--- src/rtl/instr_encoder.sv ---
// ============================================================================
//  Module      : instr_encoder
//  Description : Two-stage streaming encoder packing RISC-V I/S-type fields
//                into instruction words with word-aligned write addresses.
//                Optional macro ENC_ROUNDTRIP_CHECK_EN adds rt_mismatch.
//  Revision    : 1.0 - initial release
// ============================================================================
`default_nettype none

module instr_encoder #(
    parameter logic [31:0] ADDR_BASE = 32'h0000_0000,
    parameter int          ERR_CNT_W = 8
) (
    input  logic                 clk,
    input  logic                 rst_n,
    input  logic                 clear,
    input  logic                 in_valid,
    output logic                 in_ready,
    input  logic [6:0]           opcode,
    input  logic [2:0]           funct3,
    input  logic [4:0]           rd,
    input  logic [4:0]           rs1,
    input  logic [4:0]           rs2,
    input  logic [31:0]          imm,
    input  logic                 ImmSrc,
    output logic                 out_valid,
    input  logic                 out_ready,
    output logic [31:0]          out_instr,
    output logic [31:0]          out_addr,
    output logic                 range_err,
`ifdef ENC_ROUNDTRIP_CHECK_EN
    output logic                 rt_mismatch,
`endif
    output logic [ERR_CNT_W-1:0] err_count
);

`ifdef ENC_ROUNDTRIP_CHECK_EN
    localparam int c_IMM_W = 32;
`else
    localparam int c_IMM_W = 12;
`endif

    logic                 r_s1_valid;
    logic                 r_s1_in_range;
    logic [6:0]           r_s1_opcode;
    logic [2:0]           r_s1_funct3;
    logic [4:0]           r_s1_rd;
    logic [4:0]           r_s1_rs1;
    logic [4:0]           r_s1_rs2;
    logic [c_IMM_W-1:0]   r_s1_imm;
    logic                 r_s1_immsrc;

    logic                 r_s2_valid;
    logic [31:0]          r_s2_instr;
    logic [31:0]          r_addr;
    logic                 r_range_err;
    logic [ERR_CNT_W-1:0] r_err_count;

    logic                 w_in_fire;
    logic                 w_out_fire;
    logic                 w_s2_adv;
    logic                 w_s2_load;
    logic                 w_s1_drop;
    logic                 w_in_range;
    logic [31:0]          w_packed;

    assign w_s2_adv   = r_s1_valid & (~r_s2_valid | out_ready);
    assign in_ready   = ~r_s1_valid | w_s2_adv;
    assign w_in_fire  = in_valid & in_ready;
    assign w_out_fire = r_s2_valid & out_ready;
    assign w_s2_load  = w_s2_adv & r_s1_in_range;
    assign w_s1_drop  = w_s2_adv & ~r_s1_in_range;

    // Fits the 12-bit signed field when bits [31:11] are a pure sign extension
    assign w_in_range = (&imm[31:11]) | ~(|imm[31:11]);

    always_comb begin
        w_packed = '0;
        if (r_s1_immsrc) begin
            w_packed = {r_s1_imm[11:5], r_s1_rs2, r_s1_rs1, r_s1_funct3,
                        r_s1_imm[4:0], r_s1_opcode};
        end else begin
            w_packed = {r_s1_imm[11:0], r_s1_rs1, r_s1_funct3, r_s1_rd,
                        r_s1_opcode};
        end
    end

    always_ff @(posedge clk) begin
        if (!rst_n) begin
            r_s1_valid <= 1'b0;
        end else if (clear) begin
            r_s1_valid <= 1'b0;
        end else if (in_ready) begin
            r_s1_valid <= in_valid;
        end
    end

    always_ff @(posedge clk) begin
        if (!rst_n) begin
            r_s1_in_range <= 1'b1;
            r_s1_opcode   <= '0;
            r_s1_funct3   <= '0;
            r_s1_rd       <= '0;
            r_s1_rs1      <= '0;
            r_s1_rs2      <= '0;
            r_s1_imm      <= '0;
            r_s1_immsrc   <= 1'b0;
        end else if (w_in_fire) begin
            r_s1_in_range <= w_in_range;
            r_s1_opcode   <= opcode;
            r_s1_funct3   <= funct3;
            r_s1_rd       <= rd;
            r_s1_rs1      <= rs1;
            r_s1_rs2      <= rs2;
            r_s1_imm      <= imm[c_IMM_W-1:0];
            r_s1_immsrc   <= ImmSrc;
        end
    end

    // A dropped request leaves S2 empty if its previous word drains this cycle
    always_ff @(posedge clk) begin
        if (!rst_n) begin
            r_s2_valid <= 1'b0;
            r_s2_instr <= '0;
        end else if (clear) begin
            r_s2_valid <= 1'b0;
        end else if (w_s2_load) begin
            r_s2_valid <= 1'b1;
            r_s2_instr <= w_packed;
        end else if (w_out_fire) begin
            r_s2_valid <= 1'b0;
        end
    end

    always_ff @(posedge clk) begin
        if (!rst_n) begin
            r_addr <= ADDR_BASE;
        end else if (clear) begin
            r_addr <= ADDR_BASE;
        end else if (w_out_fire) begin
            r_addr <= r_addr + 32'd4;
        end
    end

    always_ff @(posedge clk) begin
        if (!rst_n) begin
            r_range_err <= 1'b0;
            r_err_count <= '0;
        end else if (clear) begin
            r_range_err <= 1'b0;
        end else begin
            r_range_err <= w_s1_drop;
            if (w_s1_drop && (r_err_count != {ERR_CNT_W{1'b1}})) begin
                r_err_count <= r_err_count + ERR_CNT_W'(1);
            end
        end
    end

`ifdef ENC_ROUNDTRIP_CHECK_EN
    logic [31:0] w_rt_ext;
    logic        r_rt_mismatch;

    // Same extraction the core applies to the word about to enter S2
    always_comb begin
        w_rt_ext = '0;
        if (r_s1_immsrc) begin
            w_rt_ext = {{20{w_packed[31]}}, w_packed[31:25], w_packed[11:7]};
        end else begin
            w_rt_ext = {{20{w_packed[31]}}, w_packed[31:20]};
        end
    end

    always_ff @(posedge clk) begin
        if (!rst_n) begin
            r_rt_mismatch <= 1'b0;
        end else if (clear) begin
            r_rt_mismatch <= 1'b0;
        end else begin
            r_rt_mismatch <= w_s2_load & (w_rt_ext != r_s1_imm);
        end
    end

    assign rt_mismatch = r_rt_mismatch;
`endif

    assign out_valid = r_s2_valid;
    assign out_instr = r_s2_instr;
    assign out_addr  = r_addr;
    assign range_err = r_range_err;
    assign err_count = r_err_count;

endmodule

`default_nettype wire

--- config.mk ---
export PLATFORM = sky130hd
export DESIGN_NAME = instr_encoder
export DESIGN_NICKNAME = d
export VERILOG_FILES = /design/src/rtl/instr_encoder.sv
export SDC_FILE = /design/constraint.sdc
export NUM_CORES = 1
export LEC_CHECK = 0
export CAP_MARGIN = 10
export CORE_ASPECT_RATIO = 0.7
export CORE_MARGIN = 4
export CORE_UTILIZATION = 25
export DETAILED_ROUTE_END_ITERATION = 16
export SLEW_MARGIN = 20
export SYNTH_ARGS = -nofsm -noshare
export SYNTH_HDL_FRONTEND = slang
export SYNTH_SLANG_ARGS = --single-unit
--- constraint.sdc ---
create_clock -name clk -period 4.6 [get_ports clk]
set_input_delay 0.92 -clock clk [delete_from_list [all_inputs] [get_ports clk]]
set_output_delay 0.92 -clock clk [all_outputs]
set_load 0.01 [all_outputs]
==> flow_summary.ini, run 1 <==
[die]
row_count = 41
start_util_pct = 25.39
die_h_um = 121.0
die_x_um = 169.4
ios = 138
core-area_sq_um = 17950
dieArea_sq_um = 20490

[synthesis]
synthArstFlopShare_pct = 0
synthDistinctLibCells = 43
netlist_top_cells_count = nand2_1 (135), dfxtp_1 (112), a21oi_1 (85), clkbuf_1 (26), nor2_1 (24)
yosys-top-cells-area = dfxtp_1 (49%), nand2_1 (11%), a21oi_1 (9.3%), mux2i_1 (2.6%), nand4_1 (2.6%)
synth_ff_type = dfxtp_1
synth_seq_cells = 112
synth_top_area_cell = dfxtp_1
yosysMostFrequentCell = nand2_1
synth_edf_count = 0
syn_area_sq_um = 4558
synth.top_cell.area_share_pct = 49.19
syn-instance-count = 552
syn_area_per_cell_sq_um = 8.257
ys_seq_area_share_pct = 49.19
yosys_warnings = 0

[setup_path]
timing.rr.start = out_valid$_SDFFE_PP0P_
r2r_end = out_addr[21]$_SDFFE_PP0P_
cp-startpoint = out_ready
critical_path_class = primary input to output pin
cp-end-kind = output pin
r2r_cells = 4
path_common_cell = clkdlybuf4s50_1
cp_slowest_cell = clkdlybuf4s50_1
cp.arrival_ns = 2.26
worstPathMaxFanout = 8
start_kind = primary input
cp_cell_sequence = clkdlybuf4s50_1, nand3b_1, clkdlybuf4s50_1
reg2reg_slack_ns = 2.17
endpoint = in_ready
cpPeakStageDelay_ns = 0.61
crit_required_ns = 3.68

[finish]
layout-drive-gt1-share_pct = 4.579
ff_latch_area_sq_um = 2242
utilization_pct = 35.81
syn_to_final_growth_pct = 41.07
multi_input_area_sq_um = 2170
n_fill_cell = 1907
nNetsFinal = 737
diodes = 0
stdcell_area_sq_um = 6430

[timing]
fin_skew_ns = 0.009512
min_period_ns = 3.182
setup_viol = 0
tns_ns = 0
rsz0062_at_grt = no
worst_pin_slew_ns = 0.8677
timing.fmax_mhz = 314.3
slew_viol_final = 0
fin_crit_sh_pct = 69.17
slew-limit-headroom_pct = 42.07
hold_viol = 0

[clocking]
ctsLongestPathBuffers = 2
clockRootBuffer = clkbuf_16
worstSkewPairLatency_ns = 0.35
clock_sinks = 112
post_cts_resized = 0
cts_hold_buffers = 0
cts_buffers = 9
post-cts-setup-buffer-count = 0
cts-htree-levels = 3
cts_tree = yes
clk_pin_slew_worst_paths_ns = 0.07

[hold_path]
hp-class = flop to flop

[outcome]
status = finished clean

[route]
firstDrtPassIters = 4
vias = 4231
final_antenna_net_count = 0
drc_errors = 0
first_iter_violations = 272
wire_per_inst_um = 13.99
vias_per_cell = 4.634
wl_um = 12780

[grt]
grt.met2_usage_pct = 17.51
grt_overflow = 0
grt_pass1_vias = 3939
use_met1_pct = 18.26
top_usage_layer = met1
grt_pass1_wl_um = 20430
met3_usage_pct = 3.810
grt_max_degree = 49
antenna_found_initial = 0
grt_util_all_layers_pct = 12.39

[place]
dp_hpwl_um = 9060
portBuffers = 135
postPlaceCellArea_sq_um = 6122
gp_congestion = 0.7647

[power_and_ir_drop]
ir_drop_v = 0.0001633
powerDensity_nw_per_um2 = 295.9
leakage_nw = 2.114
finalPower_mw = 1.903

[flow_run]
drv_cap = 0
==> layout make-up <==
| type | count | share of cell area, % |
|---|---|---|
| clock buffer | 10 | 3.561 |
| sequential | 112 | 34.87 |
| multi-input combinational | 400 | 33.74 |
| inverter | 9 | 0.5254 |
| clock inverter | 6 | 0.7978 |
| tap | 236 | 4.592 |
| timing repair buffer | 140 | 21.91 |
==> layer usage <==
layer / up-vias / wire length [um]
li1: 2193 / -
met1: 1930 / 6692
met2: 99 / 5173
met3: 9 / 778
met4: 0 / 131
met5: - / 0
==> how the worst min path moves through the flow <==
stage                                            from                          to  slack [ns]  cells past startpoint
after floorplan           r_s1_opcode[0]$_SDFFE_PN0P_   out_instr[0]$_SDFFE_PN0P_        0.43                      2
after global placement       r_s1_imm[9]$_SDFFE_PN0P_  out_instr[29]$_SDFFE_PN0P_        0.44                      2
after detailed placement  r_s1_opcode[2]$_SDFFE_PN0P_   out_instr[2]$_SDFFE_PN0P_        0.44                      2
after CTS                 r_s1_opcode[3]$_SDFFE_PN0P_   out_instr[3]$_SDFFE_PN0P_        0.45                      2
after global routing         r_s1_rs1[1]$_SDFFE_PN0P_  out_instr[16]$_SDFFE_PN0P_        0.47                      2
final                        r_s1_rs1[1]$_SDFFE_PN0P_  out_instr[16]$_SDFFE_PN0P_        0.45                      2
==> registers in the layout (all words and copies together), names as in the netlist <==
register,count
out_instr,32
out_addr,30
r_s1_imm,12
err_count,8
r_s1_opcode,7
r_s1_rd,5
r_s1_rs1,5
r_s1_rs2,5
r_s1_funct3,3
out_valid,1
r_s1_immsrc,1
r_s1_in_range,1
r_s1_valid,1
range_err,1
==> cell families (layout without fill, tap and decap cells) <==
| group | after synthesis | in the layout | share of synthesized area [%] |
|---|---|---|---|
| AOI/OAI and AO/OA | 122 | 122 | 15.21 |
| xor gates and xnor gates | 11 | 11 | 2.114 |
| adders and majority gates | 2 | 2 | 0.5489 |
| buffers and inverters | 41 | 165 | 3.651 |
| DFF | 112 | 112 | 49.19 |
| muxes | 12 | 12 | 2.635 |
| other | 1 | 2 | 0.08227 |
| and+or+nand+nor | 251 | 251 | 26.57 |
==> stage by stage <==
step,cells,hold WS (ns),setup slack [ns]
after floorplan,553,0.4321,2.410
after global placement,896,0.4408,1.197
after detailed placement,896,0.4426,1.142
after CTS,912,0.4527,1.412
after global routing,913,0.4704,1.177
final,913,0.4516,1.418
==> power by group <==
part | internal, mW | switching (mW) | leakage (nW)
Combinational | 0.0791 | 0.0676 | 1.06
Clock | 0.376 | 0.372 | 0.139
Sequential | 0.992 | 0.0155 | 0.910
Total | 1.45 | 0.455 | 2.11
==> cell usage in the layout, fill, tap and decap left out, types with 2 or more instances in the layout <==
cell,n
or4_2,2
buf_4,4
o31a_1,2
nand2_1,135
clkinv_4,3
nor3_1,4
mux2i_1,12
o21ai_0,8
nand4_1,19
and2_1,4
nor2b_1,2
clkbuf_16,9
dfxtp_1,112
a211oi_1,10
and3_1,2
inv_1,8
or4_1,12
or3_1,7
conb_1,2
ha_1,2
xor2_1,10
a21oi_1,84
o31ai_1,10
o21a_1,2
nand3_1,13
nand4_2,2
nor2_1,24
nor4_1,8
nand2b_1,4
and4_1,7
clkdlybuf4s50_1,135
==> worst max-delay path, delay by kind of cell <==
family | cells | cell delay [ns]
buffers and inverters | 2 | 1.16
AND/OR/NAND/NOR | 1 | 0.19
No activity file was read; power rests on OpenSTA's default activity.
==> run 2, diff against run 1 <==
==> constraint.sdc (replaced) <==
create_clock -name clk -period 2.9 [get_ports clk]
set_input_delay 0.58 -clock clk [delete_from_list [all_inputs] [get_ports clk]]
set_output_delay 0.58 -clock clk [all_outputs]
set_load 0.01 [all_outputs]
==> run 2 against run 1 <==
Net effect:
- critical path depth did not move
- setup slack got worse by 1.0 ns
- worst hold slack got worse by 0.0028 ns
- die area did not move
- sequential cell count did not move
- count of clock-buffer cells in the layout did not move
- combinational power rose by 58%
- cell area rose by 0.60%
- non-clock buffer count rose by 4
- sequential share of layout area fell by 0.21 points
- largest power group unchanged
- highest routed layer unchanged
==> flow_summary.ini, run 2 (synthesis results as in run 1) <==
[outcome]
status = finished clean

[hold_path]
hp-class = flop to flop

[finish]
stdcell_area_sq_um = 6469
final_cell_mix = nand2_1 (135), clkdlybuf4s50_1 (135), dfxtp_1 (112)
syn_to_final_growth_pct = 41.92
multi_input_area_sq_um = 2170
utilization_pct = 36.03
layout-drive-gt1-share_pct = 5.286
largest_register_ffs = 32
n_fill_cell = 1914
nNetsFinal = 741
ff_latch_area_sq_um = 2242
diodes = 0

[die]
ios = 138
start_util_pct = 25.39
dieArea_sq_um = 20490
die_x_um = 169.4
die_h_um = 121.0
row_count = 41
core-area_sq_um = 17950

[setup_path]
cp.arrival_ns = 1.94
critical_path_class = primary input to output pin
crit_required_ns = 2.32
start_kind = primary input
cp-end-kind = output pin
worstPathMaxFanout = 8

[power_and_ir_drop]
finalPower_mw = 3.076
ir_drop_v = 0.0002696
pwr-share-comb_pct = 7.5
switching_share_pct = 24.36
powerDensity_nw_per_um2 = 475.5
intPower_mw = 2.327
pwr-share-seq_pct = 52.0
leakage_nw = 2.138
p_switching_uw = 749.4
p_clk_share_pct = 40.5

[clocking]
cts_hold_buffers = 0
cts_tree = yes
cts-htree-levels = 3
clock_sinks = 112
worstSkewPairLatency_ns = 0.35
cts_buffers = 9
post-cts-setup-buffer-count = 0
clk_pin_slew_worst_paths_ns = 0.08
ctsLongestPathBuffers = 2
clockRootBuffer = clkbuf_16
post_cts_resized = 0

[timing]
fin_ws_ns = 0.3777
slew_viol_final = 0
tns_ns = 0
fin_crit_sh_pct = 86.98
fin_skew_ns = 0.006138
hold_viol = 0
rsz0062_at_grt = no
slew-limit-headroom_pct = 30.01
min_period_ns = 2.522
setup_viol = 0
worst_pin_slew_ns = 1.047
timing.fmax_mhz = 396.5

[route]
wire_per_inst_um = 13.99
final_antenna_net_count = 0
drc_errors = 0
first_iter_violations = 260
vias = 4242
wl_um = 12830
firstDrtPassIters = 4
vias_per_cell = 4.626

[grt]
grt_pass1_wl_um = 20790
antenna_found_initial = 0
grt_pass1_vias = 3993
grt_overflow = 0
grt_util_all_layers_pct = 12.59
grt_max_degree = 81

[place]
gp_congestion = 0.7561
dp_hpwl_um = 9064
pre_cts_slack_ns = 0.2223
portBuffers = 135
postPlaceCellArea_sq_um = 6172

[flow_run]
drv_cap = 0
[run 2: final timing paths]
kind	cells past startpoint	start	endpoint	slack, ns
setup / recovery	3	out_ready	in_ready	0.38
hold / removal	2	r_s1_funct3[0]$_SDFFE_PN0P_	out_instr[12]$_SDFFE_PN0P_	0.45
setup reg to reg	4	out_addr[6]$_SDFFE_PP0P_	out_addr[22]$_SDFFE_PP0P_	0.87
hold reg to reg	2	r_s1_funct3[0]$_SDFFE_PN0P_	out_instr[12]$_SDFFE_PN0P_	0.45
[run 2: critical path: stages]
cell             delay [ns]
clkdlybuf4s50_1        0.61
nand3b_1               0.19
clkdlybuf4s50_1        0.56
[run 2: final cells by class]
class                   instances  area share (%)
clock buffers                  10           3.694
clock inverters                 6          0.8897
inverters                       9          0.5222
multi-input cells             400           33.54
flip-flops and latches        112           34.66
well taps                     236           4.565
repair buffers                144           22.13
[run 2: stage by stage]
| stage | instances | hold slack [ns] |
|---|---|---|
| floorplan | 553 | 0.4321 |
| global placement | 901 | 0.4402 |
| detailed placement | 901 | 0.4447 |
| CTS | 917 | 0.4556 |
| global route | 917 | 0.4700 |
| finish | 917 | 0.4488 |
[run 2: per-layer routing]
metal / global-route usage, % / wire length (um) / vias to the layer above
li1: - / - / 2195
met2: 17.79 / 5117 / 111
met1: 18.35 / 6696 / 1926
met4: 3.620 / 154 / 0
met5: 0 / 0 / -
met3: 3.875 / 858 / 10
[run 2: power by group through the flow]
stage	registers [mW]	logic (mW)	clock network, mW
CTS	1.60	0.236	1.30
global placement	1.63	0.235	0
finish	1.60	0.232	1.25
global route	1.60	0.257	1.35
floorplan	1.63	0.100	0
detailed placement	1.64	0.235	0
